### src/rtl/pipeline_arbiter.sv
// Four-requester round-robin front end for a shared in-order pipeline, with tag FIFO response routing.
// Optional statistics outputs are enabled by defining PIPE_ARB_STATS_EN.

module pipeline_arbiter #(
  parameter int DATA_W    = 16,
  parameter int TAG_DEPTH = 8
) (
  input  logic                  clock,
  input  logic                  reset,
  input  logic [4*DATA_W-1:0]   req_data,
  input  logic [3:0]            req_valid,
  output logic [3:0]            req_ready,
  output logic [DATA_W-1:0]     data,
  output logic                  data_valid,
  input  logic                  data_ready,
  input  logic [DATA_W-1:0]     result,
  input  logic                  result_valid,
  output logic                  result_ready,
  output logic [DATA_W-1:0]     rsp_result,
  output logic [3:0]            rsp_valid,
  input  logic [3:0]            rsp_ready,
  output logic                  busy,
  output logic                  err_orphan
`ifdef PIPE_ARB_STATS_EN
  ,
  output logic [4*16-1:0]       stat_grants,
  output logic [15:0]           stat_stall
`endif
);

  localparam int PTR_W = $clog2(TAG_DEPTH);
  localparam int CNT_W = PTR_W + 1;

  function automatic logic [3:0] id_onehot(input logic [1:0] id);
    case (id)
      2'd0:    return 4'b0001;
      2'd1:    return 4'b0010;
      2'd2:    return 4'b0100;
      2'd3:    return 4'b1000;
      default: return 4'b0000;
    endcase
  endfunction

  logic [1:0]       last_grant_r;
  logic             lock_r;
  logic [1:0]       lock_id_r;
  logic [1:0]       tag_mem_r [TAG_DEPTH];
  logic [PTR_W-1:0] wr_ptr_r;
  logic [PTR_W-1:0] rd_ptr_r;
  logic [CNT_W-1:0] count_r;
  logic             err_orphan_r;

  logic [1:0]       cand_s;
  logic [1:0]       rr_id_s;
  logic             rr_found_s;
  logic             lock_hold_s;
  logic [1:0]       grant_id_s;
  logic             any_valid_s;
  logic             tag_full_s;
  logic             tag_empty_s;
  logic [1:0]       head_id_s;
  logic             push_s;
  logic             pop_s;

  // Round-robin search starting one past the last accepted requester.
  always_comb begin
    cand_s     = last_grant_r;
    rr_id_s    = last_grant_r;
    rr_found_s = 1'b0;
    for (int unsigned k = 32'd0; k < 32'd4; k++) begin
      cand_s = last_grant_r + 2'd1 + k[1:0];
      if (!rr_found_s && req_valid[cand_s]) begin
        rr_id_s    = cand_s;
        rr_found_s = 1'b1;
      end else begin
        rr_found_s = rr_found_s;
      end
    end
  end

  // A presented-but-unaccepted grant stays locked while its requester keeps asserting valid.
  always_comb begin
    lock_hold_s = lock_r && req_valid[lock_id_r];
    if (lock_hold_s) begin
      grant_id_s = lock_id_r;
    end else begin
      grant_id_s = rr_id_s;
    end
  end

  // Request side handshake; everything is forced idle while reset is asserted.
  always_comb begin
    any_valid_s = |req_valid;
    tag_full_s  = (count_r == CNT_W'(TAG_DEPTH));
    tag_empty_s = (count_r == {CNT_W{1'b0}});
    data        = req_data[32'(grant_id_s) * DATA_W +: DATA_W];
    data_valid  = reset && any_valid_s && !tag_full_s;
    push_s      = data_valid && data_ready;
    if (push_s) begin
      req_ready = id_onehot(grant_id_s);
    end else begin
      req_ready = 4'b0000;
    end
  end

  // Response side routing by the oldest in-flight tag.
  always_comb begin
    head_id_s    = tag_mem_r[rd_ptr_r];
    rsp_result   = result;
    result_ready = reset && !tag_empty_s && rsp_ready[head_id_s];
    pop_s        = result_valid && result_ready;
    busy         = !tag_empty_s;
    err_orphan   = err_orphan_r;
    if (reset && result_valid && !tag_empty_s) begin
      rsp_valid = id_onehot(head_id_s);
    end else begin
      rsp_valid = 4'b0000;
    end
  end

  // Arbitration state: last winner and grant lock.
  always_ff @(posedge clock) begin
    if (!reset) begin
      last_grant_r <= 2'd3;
      lock_r       <= 1'b0;
      lock_id_r    <= 2'd0;
    end else begin
      if (push_s) begin
        last_grant_r <= grant_id_s;
      end
      if (data_valid && !data_ready) begin
        lock_r    <= 1'b1;
        lock_id_r <= grant_id_s;
      end else begin
        lock_r    <= 1'b0;
      end
    end
  end

  // Tag storage; contents are only meaningful below the count, so no reset is needed.
  always_ff @(posedge clock) begin
    if (push_s) begin
      tag_mem_r[wr_ptr_r] <= grant_id_s;
    end
  end

  // Tag FIFO pointers and occupancy.
  always_ff @(posedge clock) begin
    if (!reset) begin
      wr_ptr_r <= {PTR_W{1'b0}};
      rd_ptr_r <= {PTR_W{1'b0}};
      count_r  <= {CNT_W{1'b0}};
    end else begin
      if (push_s) begin
        wr_ptr_r <= wr_ptr_r + PTR_W'(1);
      end
      if (pop_s) begin
        rd_ptr_r <= rd_ptr_r + PTR_W'(1);
      end
      case ({push_s, pop_s})
        2'b10:   count_r <= count_r + CNT_W'(1);
        2'b01:   count_r <= count_r - CNT_W'(1);
        default: count_r <= count_r;
      endcase
    end
  end

  // Sticky flag for a result arriving with nothing in flight.
  always_ff @(posedge clock) begin
    if (!reset) begin
      err_orphan_r <= 1'b0;
    end else if (result_valid && tag_empty_s) begin
      err_orphan_r <= 1'b1;
    end
  end

`ifdef PIPE_ARB_STATS_EN
  logic [3:0][15:0] grant_cnt_r;
  logic [15:0]      stall_cnt_r;

  // Wrapping per-requester acceptance and stall-cycle counters.
  always_ff @(posedge clock) begin
    if (!reset) begin
      grant_cnt_r <= {4{16'd0}};
      stall_cnt_r <= 16'd0;
    end else begin
      if (push_s) begin
        grant_cnt_r[grant_id_s] <= grant_cnt_r[grant_id_s] + 16'd1;
      end
      if (any_valid_s && !push_s) begin
        stall_cnt_r <= stall_cnt_r + 16'd1;
      end
    end
  end

  assign stat_grants = grant_cnt_r;
  assign stat_stall  = stall_cnt_r;
`endif

  pipeline_arbiter_chk #(
    .TAG_DEPTH (TAG_DEPTH),
    .CNT_W     (CNT_W)
  ) u_chk (
    .clock     (clock),
    .reset     (reset),
    .req_ready (req_ready),
    .rsp_valid (rsp_valid),
    .push      (push_s),
    .tag_full  (tag_full_s),
    .count     (count_r)
  );

endmodule

// Structural invariants of the arbiter, kept apart from the datapath.
module pipeline_arbiter_chk #(
  parameter int TAG_DEPTH = 8,
  parameter int CNT_W     = 4
) (
  input logic             clock,
  input logic             reset,
  input logic [3:0]       req_ready,
  input logic [3:0]       rsp_valid,
  input logic             push,
  input logic             tag_full,
  input logic [CNT_W-1:0] count
);

  a_req_ready_onehot: assert property (@(posedge clock) disable iff (!reset) $onehot0(req_ready));
  a_rsp_valid_onehot: assert property (@(posedge clock) disable iff (!reset) $onehot0(rsp_valid));
  a_no_push_when_full: assert property (@(posedge clock) disable iff (!reset) !(push && tag_full));
  a_count_in_range: assert property (@(posedge clock) disable iff (!reset) count <= CNT_W'(TAG_DEPTH));

endmodule

### config.mk
export PLATFORM = sky130hd
export DESIGN_NAME = pipeline_arbiter
export DESIGN_NICKNAME = d
export VERILOG_FILES = /design/src/rtl/pipeline_arbiter.sv
export SDC_FILE = /design/constraint.sdc
export NUM_CORES = 1
export LEC_CHECK = 0
export ABC_AREA = 1
export CORE_MARGIN = 4
export CORE_UTILIZATION = 41
export CTS_BUF_LIST = sky130_fd_sc_hd__clkbuf_8 sky130_fd_sc_hd__clkbuf_16
export CTS_CLUSTER_DIAMETER = 150
export CTS_CLUSTER_SIZE = 28
export DETAILED_ROUTE_END_ITERATION = 7
export MAX_ROUTING_LAYER = met4
export PLACE_DENSITY = 0.91
export SLEW_MARGIN = 20
export SYNTH_ARGS = -nofsm -noshare
export SYNTH_HDL_FRONTEND = slang
export SYNTH_HIERARCHICAL = 1
export SYNTH_SLANG_ARGS = --single-unit
### constraint.sdc
create_clock -name clock -period 2.7 [get_ports clock]
set_clock_uncertainty 0.05 [all_clocks]
set_input_delay 0.675 -clock clock [delete_from_list [all_inputs] [get_ports clock]]
set_output_delay 0.675 -clock clock [all_outputs]
set_load 0.05 [all_outputs]
=== Word-level counts from Yosys, hierarchy flattened ===
Memory sizes are Yosys's and may differ from the RTL's. A register that Yosys moved wholly into a read port is not among the register bits.
Index checks and enable logic that the tools add are counted.

* $add $sub $neg: 8
* $lt $le $gt $ge: 6
* Equal/unequal tests: 9
* Shift-type cells: 1
* Multiplexer cells: 30
* Reductions and logical operators: 25

{| class="wikitable"
|+ Operators by type and width
! operator !! number
|-
| $shiftx A64 B7 Y16 || 1
|-
| $pmux W4 S4 || 2
|-
| $lt A2 B3 Y1 const B || 6
|-
| $logic_and A1 B1 Y1 || 14
|-
| $bmux W1 S2 || 6
|-
| $mux W1 || 12
|-
| $eq A2 B2 Y1 const B || 5
|-
| $mux W2 || 5
|-
| $mux W4 || 2
|-
| $pmux W4 S2 || 1
|-
| $add A3 B1 Y3 const B || 2
|-
| $eq A2 B1 Y1 const B || 3
|-
| $logic_not A1 Y1 || 6
|-
| $mux W3 || 2
|-
| $add A2 B1 Y2 const B || 2
|-
| $add A2 B2 Y2 const B || 2
|-
| $add A4 B1 Y4 const B || 1
|-
| $eq A4 B4 Y1 const B || 1
|-
| $logic_not A2 Y1 || 2
|-
| $logic_not A4 Y1 || 1
|-
| $reduce_or A4 Y1 || 1
|-
| $sub A4 B1 Y4 const B || 1
|-
| $reduce_bool A2 Y1 || 1
|}

* Register bits after elaboration: 16
* Memory bits (writable): 16
* Bits of input ports: 92
* Output and inout bits: 44
* Word-level logic and storage cells: 87
* Memories kept: 1

{| class="wikitable"
|+ Memory list
! memory !! depth !! bits a word !! read ports !! clocked after Yosys merged registers in !! write ports !! RTL line !! text
|-
| tag_mem_r || 8 || 2 || 1 || 1 || 1 || 47 || <nowiki>logic [1:0] tag_mem_r [TAG_DEPTH];</nowiki>
|}

=== Depth between registers and ports, before layout ===
Gate-level depths: netlist (run 1).

* Word-level depth: 17
* Gate-level depth with buffers: 20
* Gate-level depth less buffers: 19

=== Least setup slack after synthesis (run 1) ===
OpenSTA, ideal clock, no wires.

* Path kind: input-to-output
* Start: input port req_valid[3]
* End: output port req_ready[2]
* Data arrival time: 3102 ps
* Path slack: -1127 ps
* Stages: 8
* Cells stage by stage: inv_1 nand3_1 nand2_1 a31oi_1 nand2_1 inv_1 nand3_1 nor2_1

* Elaborated cells on any way between the ends: 35
* Those cells by class: 3 x eq/ne; 20 x mux; 12 x reduce/logical

{| class="wikitable"
|+ RTL lines
! item !! RTL line !! text
|-
| from (decl) || 11 || <nowiki>input logic [3:0] req_valid,</nowiki>
|-
| $reduce_or A4 Y1 || 93 || <nowiki>any_valid_s = |req_valid;</nowiki>
|-
| $logic_and A1 B1 Y1 (2 in a row) || 97 || <nowiki>data_valid = reset && any_valid_s && !tag_full_s;</nowiki>
|-
| via data_valid || 14 || <nowiki>output logic data_valid,</nowiki>
|-
| $logic_and A1 B1 Y1 || 98 || <nowiki>push_s = data_valid && data_ready;</nowiki>
|-
| $mux W4 || 99 || <nowiki>if (push_s) begin</nowiki>
|-
| to (decl) || 12 || <nowiki>output logic [3:0] req_ready,</nowiki>
|}

The timed path passes the listed nets, and every way through them passes these cells. The select of a mux whose other input is x is not followed.

=== Worst setup path after layout (run 1) ===
* Start: input port req_valid[0]
* End: output port data[2]

* Cells in the longest elaborated chain, start to end: 14
* Elaborated cells on any way between the ends: 26
* Those cells by class: 1 x shift; 18 x mux; 7 x reduce/logical

{| class="wikitable"
|+ Ends and longest elaborated chain
! item !! RTL line !! text
|-
| $bmux W1 S2 || 72 || <nowiki>if (!rr_found_s && req_valid[cand_s]) begin</nowiki>
|-
| $mux W1 (not written as such) || 72 ||
|-
| $mux W1 || 72 ||
|-
| $logic_not A1 Y1 || 72 ||
|-
| $logic_and A1 B1 Y1 || 72 ||
|-
| $mux W1 || 72 ||
|-
| $logic_not A1 Y1 || 72 ||
|-
| $logic_and A1 B1 Y1 || 72 ||
|-
| $mux W1 || 72 ||
|-
| $logic_not A1 Y1 || 72 ||
|-
| $logic_and A1 B1 Y1 || 72 ||
|-
| $mux W2 || 72 ||
|-
| $mux W2 (*) || 84 || <nowiki>if (lock_hold_s) begin</nowiki>
|-
| $shiftx A64 B7 Y16 (*) || 96 || <nowiki>data = req_data[32'(grant_id_s) * DATA_W +: DATA_W];</nowiki>
|-
| to (decl) || 13 || <nowiki>output logic [DATA_W-1:0] data,</nowiki>
|}

Every way passes the cells marked *; elsewhere a longest branch is shown, timed or not. The select of a mux whose other input is x is not followed.

==> results_dict.tcl, run 1 <==
set metrics [dict create \
    use_met3 0.0551 \
    vias_per_cell 5.68 \
    path_class "input port to output pin" \
    cts_made_buffers 5 \
    min_period_ns 3.18 \
    io_pins 136 \
    postSynth.asyncResetShare 0 \
    start_kind "input port" \
    final_cell_mix "nand2_1 (105), clkdlybuf4s50_1 (72), nand2_2 (48)" \
    syn_inst 436 \
    drc_errors 0 \
    die_h_um 89.8 \
    htree_num_levels 2 \
    yosysWarnings 6 \
    met2_usage 0.503 \
    drive_gt1_frac 0.398 \
    row_count 29 \
    drtIter0Drc 359 \
    ff2ff_path_depth 17 \
    coreArea_um2 6420 \
    setup_ws_ns -0.482 \
    end_kind "output pin" \
    p_per_area_nw_per_um2 768 \
    fin_tns_setup_ns -7.80 \
    clkTransAtPathRegs_ns 0.08 \
    final_cells 650 \
    io_buffers 103 \
    routed_wl_um 12700 \
    hold_viol 0 \
    p_leak_nw 2.48 \
    routabilityCongestion 0.935 \
    crit_fanout 6 \
    setup-violations-final 20 \
    antenna_left 0 \
    seq_area_frac_synth 0.314 \
    syn_to_final_growth_pct 91.9 \
    max-slew-margin-rel 0.667 \
    vias 3692 \
    fmax_ghz 0.314 \
    peakVddDrop_uv 542 \
    num-nets-final 669 \
    overflow 0 \
    ys_ff_latch 35 \
    syn-num-nets 533 \
    cp-startpoint "req_valid[0]" \
    dr.pass1.iters 4 \
    outcome "complete, but fails checks" \
    cts_max_path_buffers 2 \
    grt_max_degree 33 \
    min_period_over_period 1.18 \
    critPathArrivalTime_ns 2.46 \
    grt_use_total 0.262 \
    cts_tree "yes" \
    grt_pass1_wl_um 16600 \
    antenna_found_initial 0 \
    r2r-start "count_r[1]" \
    place_inst 615 \
    synthFlopType "dfxtp_1" \
    synth.distinct_cells 32 \
    tightest_slew_ns 0.497 \
    cp_data_required_time_ns 1.98 \
    layout_commonest_cell "nand2_1" \
    hold_buffers 0 \
    violations "setup timing" \
    grtUsageMet1 0.232 \
    ctsRootBufferMaster "clkbuf_8" \
    dieArea_um2 8060 \
    place_hpwl_um 6790 \
    wl_per_cell_um 19.5 \
    synth_top_area_cell "nand2_1" \
    antennaDiodeCount 0 \
    dieWidth_um 89.8 \
    r2r_setup_slack_ns 0.12 \
    clk_latency_ns 0.30 \
    crit_end "data[2]" \
    r2r-end "count_r[3]" \
    drv_cap 0 \
    synth_edf_count 16 \
    hold_path.class "flop to flop" \
    grt-busiest-layer "met2" \
    start_util 0.427 \
    ys_top_cells_by_area "nand2_1 (26%), edfxtp_1 (18%), dfxtp_1 (14%)" \
    syn-cell-area_um2 2740 \
    netlist.area_leader.share 0.256 \
    synth_area_per_cell_um2 6.28 \
    clkSinkCount 35 \
    drv_slew 0 \
    rsz0062_at_grt "true" \
    grt_pass1_vias 3630 \
]
## what timing repair did
action,4_1_cts,5_1_grt
pin swaps,26,24
setup endpoints to repair,27,24
cloned,6,2
resized for setup,105,68
setup buffers,17,6
## where the power goes
part	switching (mW)	internal, mW
registers	0.0416	0.608
logic	1.64	1.34
clock network	0.207	0.202
## per-layer routing
| metal | vias up | wire length (µm) |
|---|---|---|
| li1 | 1629 | - |
| met1 | 1700 | 4040 |
| met2 | 258 | 6530 |
| met3 | 105 | 1040 |
| met4 | 0 | 1050 |
| met5 | - | 0 |
## cells by family after synthesis
| kind of cell | Yosys count | synth area share |
|---|---|---|
| and+or+nand+nor | 294 | 0.449 |
| buffers and inverters | 73 | 0.145 |
| DFF | 35 | 0.314 |
| AOI/OAI and AO/OA | 25 | 0.0562 |
| adders and majority gates | 5 | 0.0228 |
| xor gates and xnor gates | 4 | 0.0128 |
## sequential cells by signal, summed over array words and instances (netlist names), named ones only
signal,flops
tag_mem_r,16
count_r,4
rd_ptr_r,3
wr_ptr_r,3
last_grant_r,2
lock_id_r,2
err_orphan,1
lock_r,1
## how the worst min path moves through the flow
stage,from,depth (start not counted),end
5_1_grt,err_orphan,2,err_orphan
4_1_cts,err_orphan,2,err_orphan
3_3_place_gp,err_orphan,2,err_orphan
2_1_floorplan,wr_ptr_r[0],2,wr_ptr_r[0]
6_report,err_orphan,2,err_orphan
3_5_place_dp,err_orphan,2,err_orphan
## through the flow
stage	utilization	worst slack (ns)	power [mW]	area, µm²	hold WS (ns)
after floorplan	-	-0.157	2.02	2950	0.412
after global placement	0.682	-0.561	2.85	4380	0.387
after detailed placement	0.682	-0.635	2.91	4380	0.392
after CTS	0.782	-0.289	3.79	5020	0.403
after global routing	0.819	-0.531	4.18	5260	0.461
final	0.819	-0.482	4.04	5260	0.406
## Yosys cell counts (2+ instances only)
cell      number
nand2_2       11
nor3_1         4
a21oi_1        9
o21ai_0        8
nand2_1      187
edfxtp_1      16
buf_8          2
nand3_1       56
nor2_1        30
clkbuf_1       5
inv_1         40
buf_2          4
ha_1           5
o211ai_1       3
buf_6          4
dfxtp_1       19
buf_4         16
xor2_1         3
## cell type report
type	count	area (µm²)
Timing Repair Buffer	160	1920
Sequential cell	35	873
Tap cell	77	96.3
Clock buffer	6	82.6
Fill cell	322	1160
Clock inverter	2	8.76
Inverter	42	176
Multi-Input combinational cell	328	2100
## worst max-delay path, stage by stage
cell and delay (ns):
buf_2 0.15, nand2_2 0.10, nand2_4 0.07, nand2_4 0.08
nand2_4 0.07, nor2_4 0.15, nand2_4 0.12, nand2_4 0.10
nand3_4 0.13, nand2_8 0.15, clkbuf_16 0.18, nand2_1 0.06
nand2_1 0.12, nand2_4 0.07, nand2_4 0.07, buf_12 0.13
(Power assumes the default switching activity.)
==> run 2, diff against run 1 <==
--- a/config.mk
+++ b/config.mk
@@ -12,6 +12,7 @@
 export CTS_CLUSTER_DIAMETER = 150
 export CTS_CLUSTER_SIZE = 28
 export DETAILED_ROUTE_END_ITERATION = 7
+export GPL_ROUTABILITY_DRIVEN = 0
 export MAX_ROUTING_LAYER = met4
 export PLACE_DENSITY = 0.91
 export SLEW_MARGIN = 20
==> results of run 2 <==
Final layout, timing and power as in run 1 (identical DEF).
==> run 3, diff against run 2 <==
--- a/config.mk
+++ b/config.mk
@@ -6,15 +6,18 @@
 export NUM_CORES = 1
 export LEC_CHECK = 0
 export ABC_AREA = 1
+export CAP_MARGIN = 10
+export CORE_ASPECT_RATIO = 0.6
 export CORE_MARGIN = 4
-export CORE_UTILIZATION = 41
+export CORE_UTILIZATION = 49
 export CTS_BUF_LIST = sky130_fd_sc_hd__clkbuf_8 sky130_fd_sc_hd__clkbuf_16
 export CTS_CLUSTER_DIAMETER = 150
 export CTS_CLUSTER_SIZE = 28
 export DETAILED_ROUTE_END_ITERATION = 7
+export DONT_BUFFER_PORTS = 1
 export GPL_ROUTABILITY_DRIVEN = 0
 export MAX_ROUTING_LAYER = met4
-export PLACE_DENSITY = 0.91
+export PLACE_DENSITY = 0.74
 export SLEW_MARGIN = 20
 export SYNTH_ARGS = -nofsm -noshare
 export SYNTH_HDL_FRONTEND = slang
==> results_dict.tcl, run 3 (synthesis results as in run 1) <==
set metrics [dict create \
    outcome "complete, but fails checks" \
    violations "setup timing" \
    crit_fanout 8 \
    fmax_ghz 0.344 \
    setup_ws_ns -0.205 \
    end_kind "output pin" \
    vias 2950 \
    drv_slew 0 \
    min_period_over_period 1.08 \
    wl_per_cell_um 16.6 \
    clkSinkCount 35 \
    hold_viol 0 \
    cts_made_buffers 5 \
    met2_usage 0.383 \
    cts_tree "yes" \
    post-route-util 0.722 \
    hold_path.class "input port to flop" \
    final_cell_mix "nand2_1 (113), nand2_2 (55), nand3_1 (50)" \
    drtIter0Drc 230 \
    overflow 0 \
    grt_pass1_vias 2795 \
    setup-violations-final 20 \
    row_count 20 \
    max-slew-margin-rel 0.660 \
    place_inst 516 \
    io_buffers 0 \
    drc_errors 0 \
    fillers 378 \
    place_hpwl_um 5960 \
    routed_wl_um 8880 \
    cp_data_required_time_ns 1.98 \
    grt-busiest-layer "met2" \
    num-nets-final 566 \
    dieArea_um2 6890 \
    coreArea_um2 5230 \
    clkTransAtPathRegs_ns 0.07 \
    finalInstanceArea_um2 3770 \
    grt_pass1_wl_um 12700 \
    fin_tns_setup_ns -3.23 \
    drive_gt1_frac 0.374 \
    die_h_um 65.9 \
    use_met3 0.0585 \
    vias_per_cell 5.50 \
    p_per_area_nw_per_um2 805 \
    ctsRootBufferMaster "clkbuf_8" \
    antennaDiodeCount 0 \
    drv_cap 0 \
    clk_latency_ns 0.29 \
    path_class "flop to output pin" \
    grt_use_total 0.229 \
    p_leak_nw 1.86 \
    multiInputGateArea_um2 1960 \
    layout_commonest_cell "nand2_1" \
    critPathArrivalTime_ns 2.18 \
    grtUsageMet1 0.279 \
    rsz0062_at_grt "true" \
    min_period_ns 2.91 \
    largest_reg_flops 16 \
    io_pins 136 \
    regArea_um2 871 \
    max_flop_register "tag_mem_r" \
    dpl_cell_area_um2 3220 \
    whs_ns 0.435 \
    syn_to_final_growth_pct 37.7 \
    peakVddDrop_uv 451 \
    antenna_left 0 \
    top_regs "tag_mem_r (16), count_r (4)" \
    start_kind "flop" \
    dr.pass1.iters 6 \
    grt_max_degree 33 \
    cts_max_path_buffers 2 \
    htree_num_levels 2 \
    final_cells 536 \
    antenna_found_initial 0 \
    tightest_slew_ns 0.509 \
    dieWidth_um 105 \
    start_util 0.524 \
]
## run 3: power by group
| part | switching (mW) | internal, mW |
|---|---|---|
| Combinational | 1.34 | 0.682 |
| Sequential | 0.0439 | 0.609 |
| Clock | 0.190 | 0.176 |
| Total | 1.57 | 1.47 |
## run 3: timing repair
action | in CTS | in global routing
gates cloned | 1 | 4
endpoints found under the setup margin | 22 | 26
resized for setup | 39 | 60
pin swaps | 8 | 38
hold buffers | 0 | 0
buffers inserted | 4 | 3
## run 3: per-layer routing
| layer | up-vias | part of all wire |
|---|---|---|
| li1 | 1424 | - |
| met1 | 1367 | 0.41 |
| met2 | 143 | 0.50 |
| met3 | 16 | 0.077 |
| met4 | 0 | 0.013 |
| met5 | - | 0 |
## run 3: worst paths after layout
kind                         from         endpoint  slack (ns)  cells past startpoint
hold / removal              reset  last_grant_r[1]        0.44                      1
setup reg to reg             flop       count_r[2]        0.17                     19
hold reg to reg       wr_ptr_r[0]      wr_ptr_r[0]        0.45                      2
setup / recovery  last_grant_r[0]          data[0]       -0.21                     15
## run 3: through the flow
stage / setup WS (ns) / power (mW)
global route: -0.308 / 3.20
detailed placement: -0.0715 / 2.27
global placement: -0.0356 / 2.25
finish: -0.205 / 3.04
floorplan: -0.157 / 2.02
CTS: -0.133 / 2.78
## run 3: critical path, stage by stage, from the launching register on
cell	delay (ns)
dfxtp_4	0.43
inv_8	0.06
nand2_4	0.07
nand2_4	0.08
nand2_4	0.09
nand2_4	0.06
nor2_4	0.13
nand2_4	0.08
nand2_4	0.08
nand3_4	0.11
nand2_8	0.15
buf_6	0.15
nand2_1	0.06
nand2_1	0.08
nand2_2	0.07
nand2_4	0.16
## run 3: cell type report
type / instances / share of cell area
multi-input combinational: 328 / 0.519
sequential: 35 / 0.231
timing repair buffer: 57 / 0.161
inverter: 42 / 0.0448
tap: 66 / 0.0219
clock buffer: 5 / 0.0182
clock inverter: 3 / 0.00431
